## config.mk

```make
export PLATFORM = sky130hd
export DESIGN_NAME = text_buffer_arbiter
export DESIGN_NICKNAME = d
export VERILOG_FILES = /design/src/rtl/text_buffer_arbiter.sv
export SDC_FILE = /design/constraint.sdc
export NUM_CORES = 1
export LEC_CHECK = 0
export CAP_MARGIN = 20
export CORE_ASPECT_RATIO = 1.4
export CORE_MARGIN = 2
export CORE_UTILIZATION = 30
export CTS_CLUSTER_DIAMETER = 150
export DETAILED_ROUTE_END_ITERATION = 8
export PLACE_DENSITY = 0.56
export SYNTH_ARGS = -nofsm -noshare
export SYNTH_HDL_FRONTEND = slang
export SYNTH_SLANG_ARGS = --single-unit
```

## constraint.sdc

```tcl
create_clock -name clk -period 40.1 [get_ports clk]
set_clock_uncertainty 0.05 [all_clocks]
set_input_delay 8.02 -clock clk [delete_from_list [all_inputs] [get_ports clk]]
set_output_delay 8.02 -clock clk [all_outputs]
set_load 0.02 [all_outputs]
```

## src/rtl/text_buffer_arbiter.sv

```systemverilog
// Text buffer for the VGA text renderer: round-robin write port for two requesters,
// cursor and control-byte decode. Define VSYNC_GATE_EN to confine updates to vsync.
module text_buffer_arbiter #(
  parameter int unsigned NCHARS     = 64,
  parameter int unsigned LINE_LEN   = 32,
  parameter logic [7:0]  BLANK_CHAR = 8'h20
) (
  input  logic                       clk,
  input  logic                       rst,
  input  logic                       req_a,
  input  logic [7:0]                 data_a,
  output logic                       ack_a,
  input  logic                       req_b,
  input  logic [7:0]                 data_b,
  output logic                       ack_b,
  input  logic                       clr,
  input  logic                       vsync,
  output logic [NCHARS-1:0][7:0]     chars,
  output logic [$clog2(NCHARS)-1:0]  cursor,
  output logic                       busy
);

  localparam int unsigned CW = $clog2(NCHARS);
  // LINE_LEN divides a power of two, so a line start is the cursor with these bits cleared.
  localparam logic [CW-1:0] LINE_MASK = CW'(LINE_LEN - 1);
  localparam logic [CW-1:0] LAST_IDX  = CW'(NCHARS - 1);

  typedef enum logic [0:0] {StIdle, StClear} state_e;

  state_e                  state_q, state_d;
  logic [NCHARS-1:0][7:0]  chars_q;
  logic [CW-1:0]           cursor_q, cursor_d;
  logic [CW-1:0]           clr_idx_q, clr_idx_d;
  logic                    last_grant_q, last_grant_d;  // 1 = requester B

  logic                    wr_en;
  logic [CW-1:0]           wr_idx;
  logic [7:0]              wr_data;

  logic                    gate;
  logic                    grant_a, grant_b;
  logic                    xfer;
  logic [7:0]              xfer_data;

`ifdef VSYNC_GATE_EN
  logic vs_meta_q, vs_s_q;

  // Reset to the inactive (high) level so nothing is written until a real sync pulse.
  always_ff @(posedge clk or posedge rst) begin
    if (rst) begin
      vs_meta_q <= 1'b1;
      vs_s_q    <= 1'b1;
    end else begin
      vs_meta_q <= vsync;
      vs_s_q    <= vs_meta_q;
    end
  end

  assign gate = ~vs_s_q;
`else
  logic unused_vsync;
  assign unused_vsync = vsync;
  assign gate         = 1'b1;
`endif

  assign grant_a   = req_a && (!req_b || last_grant_q);
  assign grant_b   = req_b && (!req_a || !last_grant_q);
  assign ack_a     = (state_q == StIdle) && !clr && gate && grant_a;
  assign ack_b     = (state_q == StIdle) && !clr && gate && grant_b;
  assign xfer      = ack_a || ack_b;
  assign xfer_data = ack_a ? data_a : data_b;

  always_comb begin
    state_d      = state_q;
    cursor_d     = cursor_q;
    clr_idx_d    = clr_idx_q;
    last_grant_d = last_grant_q;
    wr_en        = 1'b0;
    wr_idx       = cursor_q;
    wr_data      = xfer_data;

    unique case (state_q)
      StIdle: begin
        if (clr) begin
          state_d   = StClear;
          clr_idx_d = '0;
        end else if (xfer) begin
          last_grant_d = ack_b;
          if (xfer_data >= 8'h20 && xfer_data <= 8'h7e) begin
            wr_en    = 1'b1;
            cursor_d = cursor_q + 1'b1;
          end else begin
            case (xfer_data)
              8'h08: begin
                if (cursor_q != '0) begin
                  cursor_d = cursor_q - 1'b1;
                  wr_en    = 1'b1;
                  wr_idx   = cursor_q - 1'b1;
                  wr_data  = BLANK_CHAR;
                end
              end
              8'h0a: cursor_d = (cursor_q | LINE_MASK) + 1'b1;
              8'h0c: begin
                state_d   = StClear;
                clr_idx_d = '0;
              end
              default: ;
            endcase
          end
        end
      end

      StClear: begin
        if (gate) begin
          wr_en   = 1'b1;
          wr_idx  = clr_idx_q;
          wr_data = BLANK_CHAR;
          if (clr_idx_q == LAST_IDX) begin
            clr_idx_d = '0;
            cursor_d  = '0;
            state_d   = StIdle;
          end else begin
            clr_idx_d = clr_idx_q + 1'b1;
          end
        end
      end

      default: state_d = StIdle;
    endcase
  end

  always_ff @(posedge clk or posedge rst) begin
    if (rst) begin
      state_q      <= StIdle;
      chars_q      <= {NCHARS{BLANK_CHAR}};
      cursor_q     <= '0;
      clr_idx_q    <= '0;
      last_grant_q <= 1'b1;
    end else begin
      state_q      <= state_d;
      cursor_q     <= cursor_d;
      clr_idx_q    <= clr_idx_d;
      last_grant_q <= last_grant_d;
      if (wr_en) chars_q[wr_idx] <= wr_data;
    end
  end

  assign chars  = chars_q;
  assign cursor = cursor_q;
  assign busy   = (state_q == StClear);

endmodule
```

# --- Word-level counts from Yosys, hierarchy flattened ---
# Cells that the tools add are included.
word_totals:
  register_bits: 526
  output_inout_bits: 521
  in_bits: 22
  wordCells: 147
op_classes:
  n_reduce_logical: 18
  magnitude_cmp: 4
  muxes: 40
  addsub: 4
  bitwise: 2
  n_eq_ne: 11
ops:
  columns: ["cell", "count"]
  rows:
  - ["$bwmux W512", 1]
  - ["$mux W6", 14]
  - ["$mux W8", 7]
  - ["$demux W8 S6", 1]
  - ["$pmux W6 S2", 4]
  - ["$eq A8 B4 Y1 const B", 3]
  - ["$add A6 B1 Y6 const B", 3]
  - ["$pmux W8 S2", 1]
  - ["$mux W1", 10]
  - ["$ge A8 B6 Y1 const B", 1]
  - ["$le A8 B7 Y1 const B", 1]
  - ["$logic_and A1 B1 Y1", 7]
  - ["$lt A6 B7 Y1 const B", 1]
  - ["$eq A6 B6 Y1 const B", 1]
  - ["$ge A6 B1 Y1 const B", 1]
  - ["$ne A3 B3 Y1 const B", 2]
  - ["$reduce_and A3 Y1", 2]
  - ["$reduce_bool A6 Y1", 1]
  - ["$sub A6 B1 Y6 const B", 1]
  - ["$logic_not A1 Y1", 4]
  - ["$ne A2 B2 Y1 const B", 2]
  - ["$ne A4 B1 Y1 const B", 1]
  - ["$pmux W1 S2", 2]
  - ["$reduce_and A4 Y1", 1]
  - ["4 further kinds", 7]

# --- Depth between registers and ports, before layout ---
depth:
  depth_word: 16
  depth_mapped: 13
  depth_no_buf: 10

# --- Least setup slack after synthesis ---
# Ideal clock, no wire load.
synth_timing:
  path_type: "input -> output"
  startpoint: "input port clr"
  endpoint: "output port ack_b"
  required_time_ns: 32.030
  cell_stages: 4
  path_buffers: 1
  setup_slack_ns: 23.164
  t_arrival_ns: 8.866
  cell_sequence: "nor2_1 clkbuf_1 nand2_1 a21oi_1"
synth_via:
  elab_chain_len: 3
synth_lines:
  columns: ["item", "line_no", "source"]
  rows:
  - ["from (decl)", "16", "input logic clr,"]
  - ["$logic_not A1 Y1", "69", "assign ack_b = (state_q == StIdle) && !clr && gate && grant_b;"]
  - ["$logic_and A1 B1 Y1 (2 in series)", "69", null]
  - ["to (decl)", "15", "output logic ack_b,"]
# Every way passes these cells.

# --- Worst setup path in the final report ---
layout_timing:
  startpoint: "input port clr"
  endpoint: "output port ack_a"
layout_via:
  elab_chain_len: 3
layout_lines:
  columns: ["item", "line_no", "source"]
  rows:
  - ["$logic_not A1 Y1", "68", "assign ack_a = (state_q == StIdle) && !clr && gate && grant_a;"]
  - ["$logic_and A1 B1 Y1 (2 in series)", "68", null]
  - ["to (decl)", "12", "output logic ack_a,"]
# Every way passes these cells.

==> summary.txt <==
Clock network
  – CTS buffer count: 53
  – Sinks on Clock Net: 526
  – Clk root buf: clkbuf_16
  – CTS Hold Buffers Added: 0
  – Clock Latency Late Sink: 0.61 ns
  – Number of post-CTS setup repair buffers: 0
  – TritonCTS clock tree: yes
  – Clk pin slew, worst setup/hold paths: 0.06 ns
  – H-tree Lvls: 2
  – Clk buf depth: 3
  – Resized cells post-CTS: 0

GRT
  – Layer with the highest usage: met2
  – Number of global-route vias before repair: 14,510
  – Global Route Usage Sum: 0.1897
  – Antenna violations before repair: 1
  – GRT met2 Usage: 0.3297
  – Largest net degree at the start of global routing: 118
  – Global-route wire length before repair: 100.3 mm
  – GR Util met1: 0.2226
  – Met3 Use GR: 0.05458
  – Gr ovfl total: 0

Route
  – Via/cell ratio: 4.692
  – DRC: 0
  – Pre-antenna DRT Iters: 5
  – DR iter-0 viols: 683
  – Total number of vias: 13,650
  – Routed wire length: 68.86 mm
  – Antenna Nets Post-Route: 0
  – Avg WL per Cell: 23.67 um

Placed design
  – Post-DP Area: 27,410 sq um
  – Estimated wirelength of the detail-placed design: 47.65 mm
  – Place WS: 21.28 ns
  – # port buffers: 541
  – Gpl congestion: 0.8272

Synth
  – Dominant cells by area after synthesis: dfrtp_1 (55%), mux2_2 (23%), dfstp_2 (8.2%)
  – Synthesized Nets: 1,412
  – Yosys reg bits: 526
  – Post-synth ARST share: 1.000
  – Synth cell types: 70
  – Register area share after synthesis: 0.6344
  – Post-synth EDFFs: 0
  – Synth Warn #: 0
  – Syn Area/Cell: 15.05 sq um
  – Top FF cell, synth: dfrtp_1
  – Synth Cell Area: 20,880 sq um
  – Cell taking the most area after synthesis: dfrtp_1
  – Mapped Cells: 1,387
  – Post-synth top area share: 0.5526

STA
  – Max-slew violation count: 0
  – RSZ-0062 raised after global routing: false
  – Hold WS: 0.4318 ns
  – Worst Slack Setup Final: 21.28 ns
  – Final-report setup violation count: 0
  – Max transition margin: 0.3652
  – Fmax: 0.05314 GHz
  – Crit path time final: 18.82 ns
  – Setup_tns: 0 ns
  – Count of final hold-check violations: 0
  – Fin crit share: 0.4693
  – Least-Margin Pin Slew: 0.9450 ns

Setup path
  – CP endpoint kind: output pin
  – Critical path fanouts, max: 13
  – Crit path arrival time: 10.75 ns
  – Slowest cell delay on critical path: 0.74 ns
  – Setup crit start: clr
  – WP data required: 32.03 ns
  – Kind of critical path: input port to output pin
  – Slowest CP cell: clkdlybuf4s50_1
  – Launching point of the worst reg2reg path: busy
  – Critical path launch point type: input port
  – Crit-path most repeated cell: clkdlybuf4s50_1
  – Worst path cell trace: clkdlybuf4s50_1, nor2_1, nand3_1, inv_2, clkdlybuf4s50_1

Power
  – Total power: 1.551 mW
  – Leakage: 13.17 nW
  – Switching pwr: 0.4829 mW
  – VDD IR-drop max: 0.03658 mV
  – Clock power share: 0.326
  – Sw frac: 0.3114
  – Combinational share of power: 0.262
  – Cell Int Power: 1.068 mW
  – PwrDens: 53.13 nW/um^2
  – Register share of total power: 0.412

Floorplanning
  – Die ar.: 71,740 sq um
  – Die X: 226.9 um
  – # rows: 114
  – Io pins: 543
  – Core footprint: 69,040 sq um
  – Starting density of the core: 0.3024
  – Die Y: 316.1 um

Final layout
  – Layout cells sized above 1: 0.3399
  – Post-layout net count: 1,962
  – Area delta synth->final: 39.81%
  – Post-route cell area: 29,190 sq um

Hold path
  – Min-delay src: chars[391]
  – Worst hold-check path type: flip-flop to flip-flop

Run
  – Max Cap Viol: 0

Outcome
  – Outcome: finished, final reports clean
## cell usage after synthesis, drive strengths merged, types with 10 or more instances
master and n:
a21oi 16, and2 30, buf 15, clkbuf 55, dfrtp 461, dfstp 65, mux2 452, nand2 49
nand3 14, nor2 32, nor2b 38, nor3 38, o21ai 22, or3 10
## placed cells by master, fill, tap and decap left out, types with 11 or more instances in the layout
cell type        synthesis  layout
clkbuf_8                 0      14
mux2_2                 431     431
buf_4                    2      24
nor2_1                  20      18
dfstp_2                 65      65
nand3_1                 13      13
nor2_2                  12      12
mux2_1                  14      14
a21oi_1                 15      11
clkdlybuf4s50_1          0     541
nor2b_1                 38      38
and2_1                  30      30
nor3_1                  14      14
clkbuf_1                55      14
nand2_1                 48      48
o21ai_0                 18      18
nor3_2                  14      14
clkbuf_16                0      54
dfrtp_1                461     461
## cells by family after synthesis
family | count (synthesis) | share of synthesized area
and+or+nand+nor | 246 | 0.07414
AOI/OAI and AO/OA | 75 | 0.02583
DFF | 526 | 0.6344
xor gates and xnor gates | 3 | 0.001259
adders and majority gates | 3 | 0.001798
buffers and inverters | 79 | 0.01546
muxes | 455 | 0.2471
## flip-flops by register name (all words and copies together), names as in the netlist
name,cells
chars,512
clr_idx_q,6
cursor,6
busy,1
last_grant_q,1
## per-stage QoR
| stage | cells | utilization |
|---|---|---|
| after global routing | 2908 | 0.4227 |
| after detailed placement | 2810 | 0.3971 |
| after floorplan | 1387 | - |
| final | 2909 | 0.4228 |
| after global placement | 2810 | 0.3971 |
| after CTS | 2908 | 0.4227 |
## critical path: cells and delay by family
family	cells	cell delay (ns)
and+or+nand+nor	2	1.16
buffers and inverters	3	1.55
## metal layers
| layer | up-vias | share of wire |
|---|---|---|
| met2 | 447 | 0.50 |
| met3 | 105 | 0.074 |
| met4 | 2 | 0.033 |
| li1 | 6021 | - |
| met1 | 7073 | 0.39 |
| met5 | - | 0.00017 |
## path summary, 6_finish.rpt
kind / to / cells after the start / slack (ns)
worst max-delay path: ack_a / 5 / 21.28
worst min-delay path: chars[391] / 1 / 0.43
worst max register to register: chars[282] / 9 / 35.09
worst min register to register: chars[391] / 1 / 0.43
max in group asynchronous: chars[383] / 5 / 28.85
min in group asynchronous: chars[468] / 2 / 7.93
## area by class of cell
type | instances | area [sq um]
tap | 928 | 1161
inverter | 9 | 41.29
multi-input combinational | 782 | 7370
clock inverter | 16 | 176.4
timing repair buffer | 565 | 5595
sequential | 526 | 13240
fill | 6545 | 39850
clock buffer | 82 | 1597
antenna | 1 | 2.502
## power by group through the flow
| stage | registers, mW | clock network, mW | logic, mW |
|---|---|---|---|
| 6_report | 0.639 | 0.506 | 0.406 |
| 5_1_grt | 0.647 | 0.545 | 0.428 |
| 4_1_cts | 0.639 | 0.525 | 0.412 |
| 3_5_place_dp | 0.648 | 0 | 0.411 |
| 3_3_place_gp | 0.645 | 0 | 0.408 |
| 2_1_floorplan | 0.714 | 0 | 0.147 |
(Power assumes the default switching activity.)
==> patch 1, RTL diff (same settings) <==
Add a define of `VSYNC_GATE_EN`.
--- a/src/rtl/text_buffer_arbiter.sv
+++ b/src/rtl/text_buffer_arbiter.sv
@@ -1,5 +1,7 @@
 // Text buffer for the VGA text renderer: round-robin write port for two requesters,
 // cursor and control-byte decode. Define VSYNC_GATE_EN to confine updates to vsync.
+`define VSYNC_GATE_EN
+
 module text_buffer_arbiter #(
   parameter int unsigned NCHARS     = 64,
   parameter int unsigned LINE_LEN   = 32,
Check against the original RTL: not equivalent (Yosys sat finds a counterexample within 4 cycles, from zero or initial values and one cycle with rst high).
==> patch 1 against the unedited design <==
Routed wire length rose by 0.60%; critical path type unchanged; worst setup slack improved by 0.74 ns; utilization fell by 0.098 points; via count fell by 0.35%; non-clock buffer count did not move; sequential cell count rose by 2; combinational power rose by 95%; final cell count fell by 0.58%; design area fell by 0.44%; first-iteration DRC count rose by 0.29%; total power rose by 34%; synthesized area fell by 0.18%.
==> patch 1: results (changes against the unedited design) <==
The tools report the startpoint of the most critical hold path as vs_meta_q (was chars[391]). The number of gates resized after cts was 0 (unchanged); the proportion of synthesized flip-flops having asynchronous set or reset was 100% (unchanged). The transition time of the tightest slew-check pin came out at 1.10 ns (was 0.945 ns). The net count of the finished layout was 1944 (was 1962). Launch point of the worst reg-to-reg path: busy (unchanged). The logs give 1 (unchanged) for the number of antenna violations at the first check in global routing and 0.0434 mV (was 0.0366 mV) for the worst voltage drop across the vdd grid. Routability congestion estimate from global placement: 0.821 (was 0.827). Commonest register cell after synthesis: dfrtp_1 (unchanged).

Top post-synthesis cells by area: dfrtp_1 55%, mux2_2 23%, dfstp_2 8.4%, nor2b_1 1.2%, and2_1 1.1% (was dfrtp_1 55%, mux2_2 23%, dfstp_2 8.2%, nor2b_1 1.1%, clkbuf_1 0.99%). The largest driver fanout on the critical path is 10 (was 13). The power consumption is 2.08 mW (was 1.55 mW), and the wire length per cell is 24.0 um (was 23.7 um).

Number of buffers between clock root and the deepest sink: 3 (unchanged). Clock insertion delay at the later pin of the skew report: 0.61 ns (about the same). The run gives 1.36 mW (was 1.07 mW) as the cell internal power dissipation. The logs give 1406 (was 1412) for the net count after synthesis and 63.8% (was 63.4%) for the sequential element share of the synthesized area. Standby leakage power: 13.2 nW (about the same). The placed wire-length estimate is 47100 um (was 47700 um). Clock root buffer master: clkbuf_16 (unchanged).

Final antenna-violating net count: 0 (unchanged). The flip-flop count of the largest register, all copies and words added is 512 (unchanged), and the number of library cell types mapped by synthesis is 64 (was 70). The combined global-route utilization of all metal layers was 19.0% (about the same); the via total after detailed routing was 13600 (about the same).

The wire length of the first global-routing pass is 101000 um (was 100000 um), and the data arrival time of the critical path is 10.01 ns (was 10.75 ns). The sequential group share of total power is 37.6% (was 41.2%), and the worst hold slack is 0.314 ns (was 0.432 ns). Largest net degree at the start of global routing: 77 (was 118). The power drawn by the combinational cells is 0.793 mW (was 0.406 mW), and the peak per-stage delay on the critical path is 0.67 ns (was 0.74 ns). The flow ran to the end, and the final reports show no timing, DRC or antenna violations.

The register-to-register path setup slack is 35.04 ns (was 35.09 ns), and the number of buffer cells added on primary ports is 542 (was 541). The run gives 0 ns (unchanged) as the accumulated negative setup slack. The layout cell share with drive strength beyond 1 was 34.5% (was 34.0%); the length of the first detailed-routing pass in iterations was 4 (was 5).

The count of yosys warnings during synthesis was 0 (unchanged); the violation count after the first detailed-routing iteration was 685 (was 683). The number of buffers created by CTS came out at 53 (unchanged). Most used standard cells in the synthesized netlist: 461 x dfrtp_1, 433 x mux2_2, 67 x dfstp_2 (was 461 x dfrtp_1, 431 x mux2_2, 65 x dfstp_2).
patch 1: cell types whose count changed in the layout (fill, tap and decap cells not counted), sizes merged, moves of 6 or more:
cell / change
nor3: -20
a21oi: -9
a22o: +6
and2: +6
nand2: -7
patch 1: area by class of cell:
cell class,count,area (um2)
fillers,6465,39800
flip-flops and latches,528,13300
multi-input cells,760,7200
repair buffers,565,5600
clock buffers,79,1590
well taps,928,1160
clock inverters,20,168
inverters,11,48.8
diodes,1,2.50
patch 1: layer usage:
layer | part of all wire [%] | vias to the layer above | track usage [%]
met5 | 0 | - | 0
met4 | 3.2 | 0 | 6.61
met3 | 5.4 | 103 | 4.01
met2 | 53 | 415 | 34.5
met1 | 38 | 7151 | 22.0
li1 | - | 5931 | -
patch 1: logic make-up after synthesis:
| logic type | after synthesis | share of synthesized area [%] |
|---|---|---|
| flops | 528 | 63.8 |
| mux | 455 | 24.6 |
| simple gates | 232 | 7.22 |
| buf+inv | 93 | 1.86 |
| compound gates | 70 | 2.39 |
| fa+ha+maj | 3 | 0.180 |
patch 1: critical path: cells and delay by family:
kind | cells | cell delay (ns)
simple gates | 2 | 0.60
buf+inv | 3 | 1.38
patch 1: final timing paths:
path	cells past startpoint	endpoint
max	5	ack_a
min	0	vs_s_q
max reg2reg	9	chars[113]
min reg2reg	0	vs_s_q
max in group asynchronous	4	chars[332]
min in group asynchronous	2	chars[145]
patch 1: through the flow:
step | instances | cell area [um2] | worst slack [ns]
5_1_grt | 2892 | 29100 | 21.90
3_5_place_dp | 2791 | 27300 | 22.03
4_1_cts | 2890 | 29100 | 22.01
3_3_place_gp | 2791 | 27300 | 22.02
2_1_floorplan | 1381 | 20800 | 17.39
6_report | 2892 | 29100 | 22.02
==> patch 2, RTL diff (config.mk and constraints unchanged) <==
Made on the original files. `NCHARS`: 64 -> 32.
--- a/src/rtl/text_buffer_arbiter.sv
+++ b/src/rtl/text_buffer_arbiter.sv
@@ -1,7 +1,7 @@
 // Text buffer for the VGA text renderer: round-robin write port for two requesters,
 // cursor and control-byte decode. Define VSYNC_GATE_EN to confine updates to vsync.
 module text_buffer_arbiter #(
-  parameter int unsigned NCHARS     = 64,
+  parameter int unsigned NCHARS     = 32,
   parameter int unsigned LINE_LEN   = 32,
   parameter logic [7:0]  BLANK_CHAR = 8'h20
 ) (
Ports: changed (resized chars and cursor); port bits go from 543 to 286. No check against the original RTL was run, so the function may have changed too.
==> patch 2 against the unedited design <==
Synthesized cell count decreased by 45%; die area down 46%; synthesized area fell by 46%; critical path depth unchanged; routed wire length down 51%; total power down 41%; combinational power fell by 29%; worst setup slack better by 0.44 ns; largest power group unchanged; highest routed layer is now met4; sequential cell count fell by 258; the flow now finishes with violations (DRC); clock power is 45% lower; design area down 46%.
==> patch 2: results (changes against the unedited design) <==
The endpoint of the worst-slack reg-to-reg timing path is chars[51] (was chars[282]). The number of cells on the worst reg-to-reg path is 8 (was 9), and the data arrival time of the critical path is 10.30 ns (was 10.75 ns). The type of the most critical hold path was flip-flop to flip-flop (unchanged).

The net count after synthesis is 789 (was 1412). For the post-detailed-routing wire length, the log shows 33700 um (was 68900 um). Final antenna diode count: 0 (was 1).

The number of buffers created by CTS is 28 (was 53). The run gives 0.799 (was 0.827) as the routability congestion estimate from global placement. The remaining design rule violation count is 18 (was 0), and the length of the first detailed-routing pass in iterations is 6 (was 5). The run gives 33.8% (was 36.5%) as the headroom to the max-slew limit. The tools report the largest net degree at the start of global routing as 121 (was 118). Most used standard cells in the synthesized netlist: 235 x dfrtp_1, 216 x mux2_2, 33 x dfstp_2 (was 461 x dfrtp_1, 431 x mux2_2, 65 x dfstp_2).

The slowest cell on the critical path is clkdlybuf4s50_1 (unchanged). The sequential element share of the synthesized area was 60.2% (was 63.4%); the peak per-stage delay on the critical path was 0.65 ns (was 0.74 ns). The clock slew at the register clock pins of the worst setup and hold paths was 0.06 ns (about the same). The H-tree level count is 1 (was 2). The cell internal power dissipation is 0.609 mW (was 1.07 mW).

The number of instances on the worst hold path came out at 1 (unchanged). The number of library cell types mapped by synthesis was 59 (was 70); the flip-flop count of the largest register, all copies and words added was 256 (was 512). The net count of the finished layout is 1084 (was 1962). The endpoint with the worst hold slack is chars[175] (was chars[391]). The number of global-route vias before repair is 7739 (was 14500).

The run gives 50300 um (was 100000 um) as the wire length of the first global-routing pass. The largest driver fanout on the critical path works out to 11 (was 13). The run finished, with violations left. The number of buffer cells added on primary ports was 284 (was 541). Top post-synthesis cells by area: dfrtp_1 52%, mux2_2 22%, dfstp_2 7.7%, a211oi_4 1.4%, and2_1 1.4% (was dfrtp_1 55%, mux2_2 23%, dfstp_2 8.2%, nor2b_1 1.1%, clkbuf_1 0.99%). The routed via count divided by cell count is 4.82 (was 4.69), and the violation count after the first detailed-routing iteration is 349 (was 683).

The final reports fail on DRC. The worst setup path startpoint was clr (unchanged). The tools report the startpoint of the most critical hold path as chars[175] (was chars[391]). The tools report the clock insertion delay at the later pin of the skew report as 0.56 ns (was 0.61 ns). The register-to-register path setup slack is 35.91 ns (was 35.09 ns), and the number of antenna violations at the first check in global routing is 1 (unchanged).

The power density over the cells is 58.4 mW/mm2 (was 53.1 mW/mm2). The layout cell share with drive strength beyond 1 is 33.1% (was 34.0%), and the worst voltage drop across the vdd grid is 0.0301 mV (was 0.0366 mV). Standby leakage power: 7.00 nW (was 13.2 nW). The number of buffers between clock root and the deepest sink is 3 (unchanged). The logs give 23200 um (was 47700 um) for the placed wire-length estimate and 17.0% (was 19.0%) for the combined global-route utilization of all metal layers.
## patch 2: changes by cell type in the layout (fill, tap and decap cells not counted), sizes merged, moves of 29 or more
cell,before,now
clkbuf,82,44
dfrtp,461,235
nor3,38,6
mux2,452,226
nand2,49,9
dfstp,65,33
clkdlybuf4s50,541,284
nor2b,38,9
## patch 2: worst max path at each step
stage / end / cells after the start / slack (ns)
4_1_cts: ack_a / 5 / 21.73
6_report: ack_a / 5 / 21.73
2_1_floorplan: ack_b / 5 / 22.79
3_3_place_gp: ack_a / 5 / 21.75
3_5_place_dp: ack_a / 5 / 21.72
5_1_grt: ack_a / 5 / 21.50
## patch 2: area by class of cell
cell class	count	area, um2
Sequential cell	268	6750
Fill cell	3456	21100
Clock buffer	44	821
Inverter	11	48.8
Tap cell	467	584
Multi-Input combinational cell	451	4330
Timing Repair Buffer	298	2970
Clock inverter	8	165
## patch 2: power by group through the flow
| stage | registers [mW] | clock network (mW) | logic [mW] |
|---|---|---|---|
| floorplan | 0.394 | 0 | 0.124 |
| global placement | 0.350 | 0 | 0.292 |
| detailed placement | 0.352 | 0 | 0.295 |
| CTS | 0.347 | 0.287 | 0.296 |
| global route | 0.353 | 0.297 | 0.310 |
| finish | 0.347 | 0.277 | 0.290 |
## patch 2: logic make-up (layout without fill, tap and decap cells)
kind of cell,Yosys count,after routing,share of synthesized area [%]
compound gates,86,86,7.19
xor+xnor,1,1,0.0781
fa+ha+maj,4,4,0.446
buf+inv,44,361,1.52
flops,268,268,60.2
mux,235,235,23.7
simple gates,125,125,6.84
## patch 2: per-stage QoR
stage / total power, mW / hold WS (ns) / instances / worst slack (ns) / instance area (um2)
2_1_floorplan: 0.518 / 0.442 / 763 / 22.79 / 11200
3_3_place_gp: 0.643 / 0.420 / 1494 / 21.75 / 14600
3_5_place_dp: 0.646 / 0.420 / 1494 / 21.72 / 14600
4_1_cts: 0.930 / 0.437 / 1546 / 21.73 / 15600
5_1_grt: 0.960 / 0.451 / 1547 / 21.50 / 15700
6_report: 0.915 / 0.430 / 1547 / 21.73 / 15700
## patch 2: layer usage
metal / GRT usage [%] / vias to the layer above / part of all wire (%)
met5: 0 / - / 0
met4: 5.38 / 0 / 2.6
met3: 4.15 / 42 / 6.7
met2: 30.5 / 219 / 52
met1: 20.0 / 3840 / 39
li1: - / 3359 / -
